===== config.mk =====
export PLATFORM = sky130hd
export DESIGN_NAME = memory_loader
export DESIGN_NICKNAME = d
export VERILOG_FILES = /design/src/rtl/tpu_pkg.sv /design/src/rtl/load_bank.sv /design/src/rtl/memory_loader.sv
export SDC_FILE = /design/constraint.sdc
export NUM_CORES = 1
export LEC_CHECK = 0
export ABC_AREA = 1
export CAP_MARGIN = 30
export CORE_MARGIN = 2
export CORE_UTILIZATION = 30
export CTS_BUF_LIST = sky130_fd_sc_hd__clkbuf_2
export DETAILED_ROUTE_END_ITERATION = 10
export PLACE_DENSITY = 0.45
export SYNTH_ARGS = -nofsm -noshare
export SYNTH_HDL_FRONTEND = slang
export SYNTH_SLANG_ARGS = --single-unit

===== constraint.sdc =====
create_clock -name clk -period 2.24 [get_ports clk]
set_clock_uncertainty 0.05 [all_clocks]
set_input_delay 0.672 -clock clk [delete_from_list [all_inputs] [get_ports clk]]
set_output_delay 0.672 -clock clk [all_outputs]
set_load 0.05 [all_outputs]

===== src/rtl/tpu_pkg.sv =====
`default_nettype none
// ============================================================================
// Module      : tpu_pkg
// Description : Shared datapath constants for the MAC/TPU blocks (loader,
//               systolic feeder, MAC array).
//               DATA_W - element width in bits (raw bytes)
//               DEPTH  - entries per 4x4 matrix memory, row-major
//               ADDR_W - index width for one matrix memory
// Revision    : 1.0 - initial release
// ============================================================================
package tpu_pkg;
  localparam int DATA_W = 8;
  localparam int DEPTH  = 16;
  localparam int ADDR_W = $clog2(DEPTH);
endpackage
`default_nettype wire


===== src/rtl/load_bank.sv =====
`default_nettype none
// ============================================================================
// Module      : load_bank
// Description : One serially loaded matrix memory. Each accepted write
//               stores wr_data at the next free index and advances the
//               count. Once all DEPTH entries are filled, further writes are
//               ignored until reset.
// Ports       : clk      - rising-edge clock
//               rst      - asynchronous reset, active-low
//               wr_en    - write wr_data this cycle
//               wr_data  - element to store
//               rd_addr  - combinational read index
//               rd_data  - mem[rd_addr]
//               count    - elements loaded (0..DEPTH)
//               full     - count == DEPTH
//               mem      - storage array, exported for the parent's view
// Revision    : 1.0 - initial release
// ============================================================================
module load_bank
  import tpu_pkg::*;
(
  input  logic              clk,
  input  logic              rst,
  input  logic              wr_en,
  input  logic [DATA_W-1:0] wr_data,
  input  logic [ADDR_W-1:0] rd_addr,
  output logic [DATA_W-1:0] rd_data,
  output logic [ADDR_W:0]   count,
  output logic              full,
  output logic [DATA_W-1:0] mem [DEPTH]
);

  localparam logic [ADDR_W:0] c_full_count = (ADDR_W+1)'(DEPTH);
  localparam logic [ADDR_W:0] c_one        = (ADDR_W+1)'(1);

  logic [ADDR_W:0]   r_count;
  logic [ADDR_W-1:0] w_ptr;
  logic              w_full;

  // The write pointer is the count's low bits; the extra MSB only lets the
  // count reach DEPTH, and full blocks any write past that point.
  assign w_ptr  = r_count[ADDR_W-1:0];
  assign w_full = (r_count == c_full_count);

  always_ff @(posedge clk or negedge rst) begin
    if (!rst) begin
      r_count <= '0;
      for (int i = 0; i < DEPTH; i++) begin
        mem[i] <= '0;
      end
    end else if (wr_en && !w_full) begin
      mem[w_ptr] <= wr_data;
      r_count    <= r_count + c_one;
    end
  end

  assign rd_data = mem[rd_addr];
  assign count   = r_count;
  assign full    = w_full;

endmodule
`default_nettype wire


===== src/rtl/memory_loader.sv =====
`default_nettype none
// ============================================================================
// Module      : memory_loader
// Description : Input staging for the MAC/TPU datapath. Loads a 4x4 feature
//               matrix and a 4x4 weight matrix, one byte per clock, into two
//               independent row-major memories. Both memories are read
//               combinationally through a shared read index.
// Ports       : clk            - rising-edge clock
//               rst            - asynchronous reset, active-low
//               port_A/port_W  - feature / weight element to write
//               write_enable_A - write port_A into Feature_Memory
//               write_enable_W - write port_W into Weight_Memory
//               rd_addr        - read index shared by both memories
//               rd_data_A/W    - Feature_Memory / Weight_Memory [rd_addr]
//               count_A/W      - elements loaded per channel (0..DEPTH)
//               full_A/W       - channel holds DEPTH elements
// Revision    : 1.0 - initial release
// ============================================================================
module memory_loader
  import tpu_pkg::*;
(
  input  logic              clk,
  input  logic              rst,
  input  logic [DATA_W-1:0] port_A,
  input  logic [DATA_W-1:0] port_W,
  input  logic              write_enable_A,
  input  logic              write_enable_W,
  input  logic [ADDR_W-1:0] rd_addr,
  output logic [DATA_W-1:0] rd_data_A,
  output logic [DATA_W-1:0] rd_data_W,
  output logic [ADDR_W:0]   count_A,
  output logic [ADDR_W:0]   count_W,
  output logic              full_A,
  output logic              full_W
);

  // Named at this level so the loaded matrices stay visible here even when
  // the hierarchy is not flattened.
  logic [DATA_W-1:0] Feature_Memory [DEPTH];
  logic [DATA_W-1:0] Weight_Memory  [DEPTH];

  load_bank u_feature_bank (
    .clk     (clk),
    .rst     (rst),
    .wr_en   (write_enable_A),
    .wr_data (port_A),
    .rd_addr (rd_addr),
    .rd_data (rd_data_A),
    .count   (count_A),
    .full    (full_A),
    .mem     (Feature_Memory)
  );

  load_bank u_weight_bank (
    .clk     (clk),
    .rst     (rst),
    .wr_en   (write_enable_W),
    .wr_data (port_W),
    .rd_addr (rd_addr),
    .rd_data (rd_data_W),
    .count   (count_W),
    .full    (full_W),
    .mem     (Weight_Memory)
  );

endmodule
`default_nettype wire


==> results by group, run 1 <==
Synth
  • Primary FF master, synth: dfrtp_1
  • Yosys reg bits: 266
  • Yosys top cell area share: 0.515
  • Synth cell types: 20
  • Most frequent cell after synthesis: nand2_1
  • Number of synthesized flops with an enable pin: 0
  • Post-synth top area cell: dfrtp_1
  • Synth Cell Area: approximately 13000 um2
  • Post-Syn Nets: roughly 1700
  • Synth Instances: approximately 1700
  • Syn avg cell area: between 7 and 8 um2
  • Register area share after synthesis: 0.515
  • Post-synthesis async set-or-reset flop share: 1.00
  • Ranking of synthesized cells by area: dfrtp_1, nand2_1, o21ai_0, nand3_1, inv_1
  • Yosys warns: 0
  • Most frequent cells after synthesis: nand2_1, dfrtp_1, o21ai_0

Timing
  • Peak Freq: 0.364 GHz
  • Max-slew headroom: 0.614
  • Final Worst Setup Slack: -506 ps
  • Max-slew violation total from the final report: 0
  • Final Hold Fails: 0
  • Worst Max-Slew Pin Slew: 578 ps
  • RSZ-0062 raised after global routing: true
  • Period utilisation layout: 1.23
  • Hold slack: 237 ps
  • Final setup violation count: 28
  • Crit path time final: between 2000 and 3000 ps

Power
  • Max VDD drop: ~0.00039 V
  • Final Total Pwr: between 20000 and 25000 uW
  • Power per cell area: 1190 nW/um2
  • Leakage power: about 0.0086 uW

Min path
  • Min-delay worst type: input port to async pin

Die
  • Chip height: roughly 210 um
  • Die area: about 45000 um2
  • Area of the core: 42800 um2
  • Starting density of the core: 0.302
  • Die X-Extent: around 210 um
  • Boundary pin count: 52
  • Row Count: 76

GRT
  • Global-route wire length before repair: about 66000 um
  • Global Route Usage Sum: 0.191
  • Initial antenna violation count: 2
  • Vias in the first global route: 11300
  • Largest net degree at the start of global routing: 72
  • Global route overflow: 0

Placed design
  • Placer Congestion: 0.828
  • Cells after DPL: ~2300
  • Port bufs: 51
  • DP Area: between 10000 and 15000 um2
  • Pre-CTS setup slack: -514 ps
  • Dpl hpwl: 25100 um

Clock tree
  • Cts bufs inserted: 78
  • Insertion delay to the later sink of the worst-skew pair: a little over 1000 ps
  • CTS tree: yes
  • Root Driver: clkbuf_2
  • Deepest clock path buffer count: 3
  • Clock transition at path regs: approximately 110 ps
  • H-tree depth: 3
  • Clock sink count: 266

Layout
  • Share of layout cells above drive strength 1: 0.236
  • Synth-to-Final Area Change: 30.6%
  • Fin area: ~17000 um2
  • Final #Nets: between 1500 and 2000
  • Final instance count without filler cells: approximately 2500
  • FILL cells: roughly 4500

Drt
  • Detailed Routing Iterations Pass 1: 4
  • DRC viols: 0
  • DR WL/cell: between 15 and 20 um
  • Total Wirelength: around 40000 um
  • DR vias/cell: between 4 and 5
  • Via count: between 10000 and 15000
  • Post-route ant nets: 0
  • Initial DRC Count: 725

Worst setup path
  • Setup CP Type: flip-flop to output pin
  • CP max FO: 3
  • Critical path capture point type: output pin
  • Worst path required time: ~1500 ps
  • CP Data Arrival Time: slightly above 2000 ps
  • Worst Setup Start Kind: flip-flop

Run
  • MaxCap Viol Count: 0

Outcome
  • Status: finished, violations left
  • Failing checks: setup timing
[sequential cells by signal (all words and copies together), names as in the netlist]
signal                flops
u_feature_bank.count      5
u_feature_bank.mem      128
u_weight_bank.count       5
u_weight_bank.mem       128
[through the flow]
stage,util,setup TNS [ps]
detailed placement,0.349,-8200
CTS,0.387,-13780
floorplan,-,0
finish,0.394,-9990
global route,0.394,-13560
global placement,0.349,-7480
[worst paths after layout]
path	startpoint	depth (start not counted)	slack, ps	endpoint
min	rst	3	240	u_feature_bank.mem[96]
max reg2reg	u_feature_bank.count[1]	9	300	u_feature_bank.mem[78]
max	u_feature_bank.count[0]	5	-510	full_A
min reg2reg	u_weight_bank.mem[90]	2	440	u_weight_bank.mem[90]
min in group clk	write_enable_A	3	300	u_feature_bank.count[4]
max in group asynchronous	rst	3	850	u_feature_bank.mem[44]
[power by group]
| group | switching, uW | internal [uW] | total (uW) |
|---|---|---|---|
| Clock | 2250 | 1780 | 4030 |
| Combinational | 4550 | 3320 | 7870 |
| Sequential | 1180 | 7030 | 8210 |
| Total | 7980 | 12100 | 20100 |
[area by class of cell]
class                      count  area [um2]  area share
antenna                        2        5.00    0.000297
clock inverter                29         221      0.0131
inverter                     226         856      0.0507
multi-input combinational   1116        5810       0.345
clock buffer                 109         546      0.0323
tap                          546         683      0.0405
timing repair buffer         173        2080       0.123
sequential                   266        6670       0.395
[layout by cell type (no fill, tap or decap), drive strengths merged, types with 6 or more instances in the layout]
master,n
o21ai,260
clkinv,21
clkdlybuf4s50,20
ha,8
nor2,10
nand3,224
xor2,6
dfrtp,266
clkbuf,109
inv,229
nand2,602
buf,150
[timing repair]
| item | CTS | global route |
|---|---|---|
| gates resized for setup | 142 | 36 |
| endpoints found under the hold margin | 266 | 0 |
| endpoints found under the setup margin | 28 | 28 |
| setup buffers | 21 | 24 |
| pin swaps | 37 | 32 |
| hold buffers | 3 | 0 |
[kinds of logic (layout without fill, tap and decap cells)]
family | Yosys count | after routing | share of synthesized area
XOR/XNOR | 8 | 8 | 0.00543
adder cells (fa/ha/maj) | 8 | 8 | 0.00775
other | 0 | 2 | 0
AO/OA/AOI/OAI | 262 | 262 | 0.103
flip-flops | 266 | 266 | 0.515
buffers and inverters | 329 | 537 | 0.0966
AND/OR/NAND/NOR | 838 | 838 | 0.271
[metal layers]
layer  up-vias  GRT usage  routed length (um)
met2       196      0.283               17800
met5         -          0                  13
met3        65     0.0338                1540
met1      5431      0.281               21000
met4         2     0.0656                 737
li1       5699          -                   -
[critical path, stage by stage, from the launching register on]
cell	delay (ps)
dfrtp_2	440
inv_4	80
ha_4	150
nand2_4	60
nor2_4	130
buf_12	140
Note: power is estimated with default switching activity, not from simulation.
==> run 2: changes to the inputs <==
--- a/config.mk
+++ b/config.mk
@@ -12,6 +12,7 @@
 export CTS_BUF_LIST = sky130_fd_sc_hd__clkbuf_2
 export DETAILED_ROUTE_END_ITERATION = 10
 export PLACE_DENSITY = 0.45
+export SLEW_MARGIN = 20
 export SYNTH_ARGS = -nofsm -noshare
 export SYNTH_HDL_FRONTEND = slang
 export SYNTH_SLANG_ARGS = --single-unit
==> results by group, run 2 (same netlist as run 1, synthesis figures left out) <==
Worst setup path
  • Critical path capture point type: output pin
  • Most frequent CP cell: nand3_2
  • Critical path's top delay family: flip-flops
  • Setup CP Type: flip-flop to output pin
  • Crit path largest cell delay: 400 ps (-40 ps)
  • CP max stage cell: dfrtp_1
  • Crit path buffers/inverters: 2 (unchanged)
  • CP max FO: 2 (-1)
  • Worst Setup Start Kind: flip-flop
  • Worst path required time: 1520 ps (about the same)
  • CP Data Arrival Time: 2020 ps (about the same)
  • CP cell instances: inv_1, nand2_1, nand3_2, nand3_1, nand3_2, nand2_4, buf_12

Layout
  • Most frequent cells in the layout: nand2_1, dfrtp_1, o21ai_0, inv_1, nand3_2
  • FILL cells: 4473 (+0.045%)
  • Register area: 6670 um2 (unchanged)
  • Leading cell type in the layout, fill and taps excluded: nand2_1
  • Top Registers: u_feature_bank.mem x128, u_weight_bank.mem x128
  • Share of layout cells above drive strength 1: 0.236 (about the same)
  • Util after Layout: 0.394 (-0.000468)
  • Combined area of the multi-input logic cells: 5810 um2 (unchanged)
  • Final #Nets: 1892 (-0.053%)
  • Synth-to-Final Area Change: 30.5%

Clock tree
  • Deepest clock path buffer count: 3 (unchanged)
  • H-tree depth: 3 (unchanged)
  • Clock transition at path regs: 100 ps (about the same)
  • Cts bufs inserted: 78 (unchanged)
  • Clock sink count: 266 (unchanged)
  • Root Driver: clkbuf_2
  • Insertion delay to the later sink of the worst-skew pair: 1000 ps (about the same)
  • CTS tree: yes

Power
  • Clock group share of total power: 0.201 (about the same)
  • Int Power: 12100 uW (about the same)
  • Power share of the sequential group: 0.408 (about the same)
  • Power per cell area: 1190 nW/um2 (about the same)
  • Leakage power: 0.00855 uW (about the same)
  • Part of the power in combinational logic: 0.391 (about the same)
  • Sw Pwr: 7970 uW (about the same)
  • Switching share of power: 0.397 (about the same)
  • Max VDD drop: 0.000387 V (about the same)

Die
  • Die X-Extent: 211 um (unchanged)
  • Row Count: 76 (unchanged)
  • Area of the core: 42800 um2 (unchanged)
  • Die area: 44700 um2 (unchanged)
  • Chip height: 211 um (unchanged)
  • Boundary pin count: 52 (unchanged)
  • Starting density of the core: 0.302 (unchanged)

Timing
  • Peak Freq: 0.365 GHz (+0.21%)
  • Worst Max-Slew Pin Slew: 583 ps (+4.93 ps)
  • Setup TNS Final: -9970 ps (+18.6 ps)
  • Period utilisation layout: 1.22 (-0.00261)
  • Max-slew violation total from the final report: 0 (unchanged)
  • Hold slack: 233 ps (-3.97 ps)
  • Final Worst Setup Slack: -500 ps (+5.84 ps)
  • Max-slew headroom: 0.610 (-0.00330)
  • Crit path time final: 2740 ps (-5.84 ps)
  • Final setup violation count: 28 (unchanged)
  • Final Hold Fails: 0 (unchanged)
  • RSZ-0062 raised after global routing: true

Drt
  • Via count: 11400 (+0.24%)
  • Total Wirelength: 41000 um (-0.24%)
  • Post-route ant nets: 0 (unchanged)
  • Detailed Routing Iterations Pass 1: 4 (unchanged)
  • DRC viols: 0 (unchanged)
  • DR vias/cell: 4.63 (+0.28%)
  • Initial DRC Count: 706 (-2.6%)
  • DR WL/cell: 16.6 um (-0.20%)

Placed design
  • Placer Congestion: 0.828 (unchanged)
  • Dpl hpwl: 25100 um (unchanged)
  • Port bufs: 51 (unchanged)

Min path
  • Min-delay worst type: input port to async pin

GRT
  • Global-route wire length before repair: 65600 um (unchanged)
  • Initial antenna violation count: 2 (unchanged)
  • Global Route Usage Sum: 0.191 (unchanged)
  • Vias in the first global route: 11300 (unchanged)
  • Global route overflow: 0 (unchanged)
  • Largest net degree at the start of global routing: 72 (unchanged)

Run
  • MaxCap Viol Count: 0 (unchanged)

Outcome
  • Failing checks: setup timing
  • Status: finished, violations left
## run 2: what timing repair did
action	in CTS	in global routing
gates resized for setup	142	36
hold buffers	3	0
setup buffers	21	24
pin swaps	37	32
endpoints found under the hold margin	266	0
endpoints found under the setup margin	28	28
## run 2: area by class of cell
type	instances	area share
tap	546	0.0406
multi-input combinational	1116	0.345
clock buffer	109	0.0324
sequential	266	0.396
inverter	226	0.0508
antenna	2	0.000297
clock inverter	29	0.0131
timing repair buffer	172	0.122
## run 2: metal layers
| layer | GRT usage | part of all wire | vias to the layer above |
|---|---|---|---|
| met3 | 0.0338 | 0.041 | 66 |
| met1 | 0.281 | 0.51 | 5447 |
| li1 | - | - | 5698 |
| met5 | 0 | 0.00032 | - |
| met2 | 0.283 | 0.43 | 207 |
| met4 | 0.0656 | 0.018 | 2 |
## run 2: worst min-delay path, cell delays in order
cell and delay (ps):
dlygate4sd3_1 560, buf_8 190, buf_4 200
## run 2: power by group through the flow
stage	clock, uW	sequential, uW	combinational, uW
finish	4030	8210	7860
CTS	4220	8210	7550
detailed placement	0	8330	6660
floorplan	0	8380	4390
global route	4460	8510	8930
global placement	0	8310	6570
## run 2: final timing paths
path | start | to | slack [ps] | cells past startpoint
setup / recovery | u_feature_bank.mem[99] | rd_data_A[3] | -500 | 7
hold / removal | rst | u_feature_bank.mem[95] | 230 | 3
setup reg to reg | u_weight_bank.count[1] | u_weight_bank.mem[57] | 340 | 9
hold reg to reg | u_weight_bank.mem[90] | u_weight_bank.mem[90] | 440 | 2
max in group asynchronous | rst | u_feature_bank.mem[44] | 840 | 3
min in group clk | write_enable_A | u_feature_bank.count[4] | 310 | 3
## run 2: stage by stage
stage | worst slack [ps] | instances | area (um2) | power (uW)
2_1_floorplan | 0.0828 | 1711 | 13100 | 12800
3_3_place_gp | -489 | 2281 | 15000 | 14900
3_5_place_dp | -514 | 2281 | 15000 | 15000
4_1_cts | -639 | 2443 | 16500 | 20000
5_1_grt | -662 | 2465 | 16800 | 21900
6_report | -500 | 2466 | 16800 | 20100
